## config.mk

```make
export PLATFORM = sky130hd
export DESIGN_NAME = level_sensor_conditioner
export DESIGN_NICKNAME = d
export VERILOG_FILES = /design/src/rtl/level_sensor_conditioner.sv
export SDC_FILE = /design/constraint.sdc
export NUM_CORES = 1
export LEC_CHECK = 0
export ABC_CLOCK_PERIOD_IN_PS = 1550
export CORE_AREA = 2 2 39 41
export CTS_BUF_LIST = sky130_fd_sc_hd__clkbuf_2 sky130_fd_sc_hd__clkbuf_4 sky130_fd_sc_hd__clkbuf_8
export CTS_CLUSTER_DIAMETER = 60
export CTS_CLUSTER_SIZE = 30
export DETAILED_ROUTE_END_ITERATION = 7
export DIE_AREA = 0 0 41 43
export GPL_TIMING_DRIVEN = 0
export REMOVE_ABC_BUFFERS = 1
export SLEW_MARGIN = 20
export SYNTH_ARGS = -nofsm -noshare
export SYNTH_HDL_FRONTEND = slang
export SYNTH_SLANG_ARGS = --single-unit
```

## constraint.sdc

```tcl
create_clock -name inputClk -period 1.55 [get_ports inputClk]
set_clock_uncertainty 0.05 [all_clocks]
set_input_delay 0.31 -clock inputClk [delete_from_list [all_inputs] [get_ports inputClk]]
set_output_delay 0.31 -clock inputClk [all_outputs]
set_load 0.02 [all_outputs]
```

## src/rtl/level_sensor_conditioner.sv

```systemverilog
// Synchronises, debounces and plausibility-checks the lower (I) and upper (S) tank level sensors.
// Fault detection is built only when LEVEL_SENSOR_FAULT_EN is defined.
module level_sensor_conditioner #(
    parameter int DEBOUNCE_CYCLES = 4,
    parameter int FAULT_CYCLES    = 16
) (
    input  logic inputClk,
    input  logic inputReset,
    input  logic inputIRaw,
    input  logic inputSRaw,
    input  logic inputFaultClear,
    output logic outputI,
    output logic outputS,
    output logic outputFault
);

    localparam int DCW = $clog2(DEBOUNCE_CYCLES + 1);
    localparam logic [DCW-1:0] DB_LAST = DCW'(DEBOUNCE_CYCLES - 1);

    // Channel index 0 carries I, index 1 carries S.
    logic [1:0]          raw_w;
    logic [1:0]          s1_q;
    logic [1:0]          s2_q;
    logic [1:0]          f_q;
    logic [1:0]          f_d;
    logic [1:0][DCW-1:0] dbc_q;
    logic [1:0][DCW-1:0] dbc_d;

    assign raw_w = {inputSRaw, inputIRaw};

    always_comb begin
        f_d   = f_q;
        dbc_d = '0;
        for (int ch = 0; ch < 2; ch++) begin
            if (s2_q[ch] != f_q[ch]) begin
                if (dbc_q[ch] == DB_LAST) begin
                    f_d[ch] = s2_q[ch];
                end else begin
                    dbc_d[ch] = dbc_q[ch] + 1'b1;
                end
            end
        end
    end

    always_ff @(posedge inputClk) begin
        if (inputReset) begin
            s1_q  <= '0;
            s2_q  <= '0;
            f_q   <= '0;
            dbc_q <= '0;
        end else begin
            s1_q  <= raw_w;
            s2_q  <= s1_q;
            f_q   <= f_d;
            dbc_q <= dbc_d;
        end
    end

`ifdef LEVEL_SENSOR_FAULT_EN
    localparam int FCW = $clog2(FAULT_CYCLES + 1);
    localparam logic [FCW-1:0] FC_LAST = FCW'(FAULT_CYCLES - 1);

    logic           implaus_w;
    logic [FCW-1:0] fc_q;
    logic [FCW-1:0] fc_d;
    logic           fault_q;
    logic           fault_d;

    // Upper sensor wet while lower is dry cannot happen in a real tank.
    assign implaus_w = f_q[1] & ~f_q[0];

    always_comb begin
        fc_d    = fc_q;
        fault_d = fault_q;
        if (!implaus_w) begin
            fc_d = '0;
            if (inputFaultClear) begin
                fault_d = 1'b0;
            end
        end else if (fc_q == FC_LAST) begin
            fault_d = 1'b1;
        end else begin
            fc_d = fc_q + 1'b1;
        end
    end

    always_ff @(posedge inputClk) begin
        if (inputReset) begin
            fc_q    <= '0;
            fault_q <= 1'b0;
        end else begin
            fc_q    <= fc_d;
            fault_q <= fault_d;
        end
    end

    // A fault reports "tank full" so the pump controller shuts both pumps off.
    assign outputFault = fault_q;
    assign outputI     = f_q[0] | fault_q;
    assign outputS     = f_q[1] | fault_q;
`else
    localparam int unused_fault_cycles = FAULT_CYCLES;
    logic unused_clear_w;

    assign unused_clear_w = inputFaultClear;
    assign outputFault    = 1'b0;
    assign outputI        = f_q[0];
    assign outputS        = f_q[1];
`endif

endmodule

```

After elaboration in Yosys (flattened, before gate mapping)
Cells that the tools add are included.

operators by class
  multiply operators = 0
  $lt $le $gt $ge = 0
  div/mod/pow operators = 0
  reductions and logical operators = 4
  add/subtract/negate cells = 2
  equal/unequal tests = 4
  shifts and indexed selects = 0
  bitwise gates (word level) = 2
  multiplexer cells = 0

operator list
  kind                                                 number
  adder 3 x 1 -> 3 bit, second input constant          2
  equality test 3 x 2 -> 1 bit, second input constant  2
  OR reduction 3 bit                                   2
  AND reduction 2 bit                                  2
  != test 1 bit                                        2
  inverter 1 bit                                       2

storage, ports and cells
  flip-flop bits (word level) = 12
  word-level logic and storage cells = 18
  latch bits = 0
  memories kept = 0
  memory bits (read-only) = 0
  bits in writable memories = 0

Longest topological paths before layout
  depth in word-level cells = 3
  depth in mapped cells = 4
  gate-level depth less buffers = 4

Worst setup path before layout
No wires, ideal clock.

  path type = input -> register
  start point = input dbc_q[3] in the netlist's numbering
  end point = register dbc_q[5] in the netlist's numbering
  stages = 4
  arrival time = 0.971 ns
  data required time = 1.408 ns
  slack = 0.437 ns
  path buffers = 0
  cell sequence = dfxtp_1 ha_1 ha_1 nor4_1

on the way
  word-level cells in the longest chain between the ends = 2

ends and longest elaborated chain
  item                                                                          RTL line  RTL
  from (decl)                                                                   26        logic [1:0][DCW-1:0] dbc_q;
  parallel branches: the longest is 2 deep, another holds adder 3 x 1 -> 3 bit  --

Parallel ways; which one is timed is not known.
A chain may end at the register's enable or synchronous reset.

Worst setup path after layout
  start point = input f_q[1]
  end point = output outputS

RTL lines
  item         RTL line  RTL
  from (decl)  24        logic [1:0] f_q;
  to (decl)    13        output logic outputS,

No word-level cell between the ends.

==> impl_metrics.yaml <==
cts:
  ctsRootBufferMaster: "clkbuf_4"
  cts_made_buffers: 3
  htreeDepth: 1
  cts_sinks: 12
  clk_path_buf_depth: 2
  cts_hold_buf: 0
  insertion_delay_ns: 0.26
  cts.repair.resized: 2
  cts_setup_buffers: 0
  clk_pin_slew_worst_paths_ns: 0.07
  cts_tree: "yes"
hold_path:
  hold_path_class: "reg -> reg"
sta:
  fmax_mhz: 755
  setup_ws_ns: 0.225
  drv_slew: 0
  finalHoldViolCount: 0
  rsz0062_at_grt: "false"
  setup_tns_ns: 0
  period_share_pct: 85.5
  setup_violations: 0
  min_period_ns: 1.32
finish:
  mostFrequentLayoutCell: "dfxtp_1"
  final_cell_mix: "dfxtp_1 (12), nor2b_1 (4), ha_1 (4)"
  syn2layout_area_growth_pct: 16.8
  final_core_util_pct: 37.8
  drive_above_1_share_pct: 14.0
  num_antenna_cells: 0
  final_area_sq_um: 523
  layout.nets: 54
  fillers: 145
synthesis:
  synth_area_sq_um: 448
  synth_seq_cells: 12
  yosysUniqueCellTypes: 12
  syn_avg_cell_area_sq_um: 12.1
  synth-seq-area-share_pct: 53.6
  yosys_warnings: 0
  synthCells: 37
setup_path:
  cp_data_required_time_ns: 1.19
  path_class: "reg -> out"
  crit_arrival_ns: 0.96
  critical_path_depth: 1
  path_cells: "dlygate4sd2_1"
  slowest_stage: "dfxtp_1"
  ff2ff_path_depth: 4
  max_stage_delay_ns: 0.36
  endpoint: "outputS"
  worst-path-buf-inv: 1
  r2r_slack_ns: 0.36
  endpoint_kind: "output port"
  critPathTopFamily: "flip-flops"
  startpoint_type: "register"
  r2r_start: "dbc_q[3]"
  path_max_fanout: 3
  startpoint: "f_q[1]"
  rr_endpoint: "f_q[1]"
grt:
  grt_pass1_wl_um: 938
  grt_max_degree: 13
  antenna_found_initial: 0
  overflow: 0
  grt_usage_pct: 7.79
  grt_pass1_vias: 261
drt:
  drt-total-wl_um: 515
  drt_pass1_iterations: 3
  remaining_drc_errors: 0
  ant_nets: 0
  routedWlPerCell_um: 8.73
  viasPerCell: 4.37
  drtIter0Drc: 1
  num_vias: 258
power:
  power_w: 0.000519
  ir_worst_vdd_mv: 0.407
  p_leak_nw: 0.200
  p_per_area_nw_per_um2: 992
placed_design:
  place_area_sq_um: 503
  place_congestion: 0.640
  pre_cts_slack_ns: 0.109
  portBuffers: 5
run_status:
  status: "finished clean"
floorplan:
  io_pins: 8
  fp.dieW_um: 41
  initial_utilization_pct: 32.4
  core_area_sq_um: 1380
  dieArea_sq_um: 1760
  row_count: 14
  die_y_um: 43
flow_run:
  maxCapViolCount: 0
==> worst min-delay path by stage <==
stage | slack (ns) | endpoint | startpoint | depth (start not counted)
floorplan | 0.33 | s1_q[0] | inputReset | 1
global placement | 0.37 | dbc_q[0] | dbc_q[0] | 1
detailed placement | 0.39 | dbc_q[0] | dbc_q[0] | 1
CTS | 0.40 | dbc_q[0] | dbc_q[0] | 1
global route | 0.41 | s2_q[0] | s1_q[0] | 1
finish | 0.39 | dbc_q[0] | dbc_q[0] | 1
==> registers in the layout, indices dropped and copies added, names as in the netlist <==
| register | cells |
|---|---|
| f_q | 2 |
| s1_q | 2 |
| dbc_q | 6 |
| s2_q | 2 |
==> through the flow <==
step                      hold WS [ns]  std cells
final                            0.390         59
after global routing             0.414         59
after CTS                        0.397         59
after detailed placement         0.387         56
after global placement           0.370         56
after floorplan                  0.332         35
==> cell usage after synthesis, drive strengths merged <==
| cell | number | area share, % |
|---|---|---|
| dfxtp | 12 | 54 |
| ha | 4 | 11 |
| nor2b | 4 | 5.6 |
| nor4 | 4 | 7.0 |
| buf | 2 | 3.4 |
| inv | 2 | 1.7 |
| mux2i | 2 | 4.5 |
| nor2 | 2 | 1.7 |
| nor4b | 2 | 6.7 |
| xnor2 | 2 | 3.9 |
| conb | 1 | 0.84 |
==> area by class of cell <==
cell class              instances  area [sq um]  area share [%]
flip-flops and latches         12           240            45.9
repair buffers                  5          47.5            9.09
clock buffers                   3          22.5            4.31
well taps                      16          20.0            3.83
inverters                       2          7.51            1.44
multi-input cells              21           185            35.4
==> worst reg2reg max path: stages (launching register included) <==
cell and delay [ns]:
dfxtp_1 0.35, ha_1 0.15, ha_1 0.25, mux2i_1 0.21, nor2_1 0.05
==> metal layers <==
metal	vias to the layer above	wire [um]	track usage, %
li1	135	-	-
met1	119	245	9.57
met2	4	257	11.3
met3	0	13	1.57
met4	0	0	6.00
met5	-	0	0
==> report_power, final <==
| group | total, W | leakage (nW) | switching [W] | internal, W |
|---|---|---|---|---|
| Sequential | 0.000317 | 0.0977 | 0.00000280 | 0.000315 |
| Combinational | 0.0000230 | 0.0887 | 0.0000109 | 0.0000121 |
| Clock | 0.000179 | 0.0138 | 0.0000890 | 0.0000896 |
| Total | 0.000519 | 0.200 | 0.000103 | 0.000416 |
==> cell families after synthesis <==
group	Yosys count	synth area share, %
xor+xnor	2	3.91
flops	12	53.6
buf+inv	4	5.03
fa+ha+maj	4	11.2
other cells	1	0.837
mux	2	4.47
simple gates	12	20.9
(Power assumes the default switching activity.)
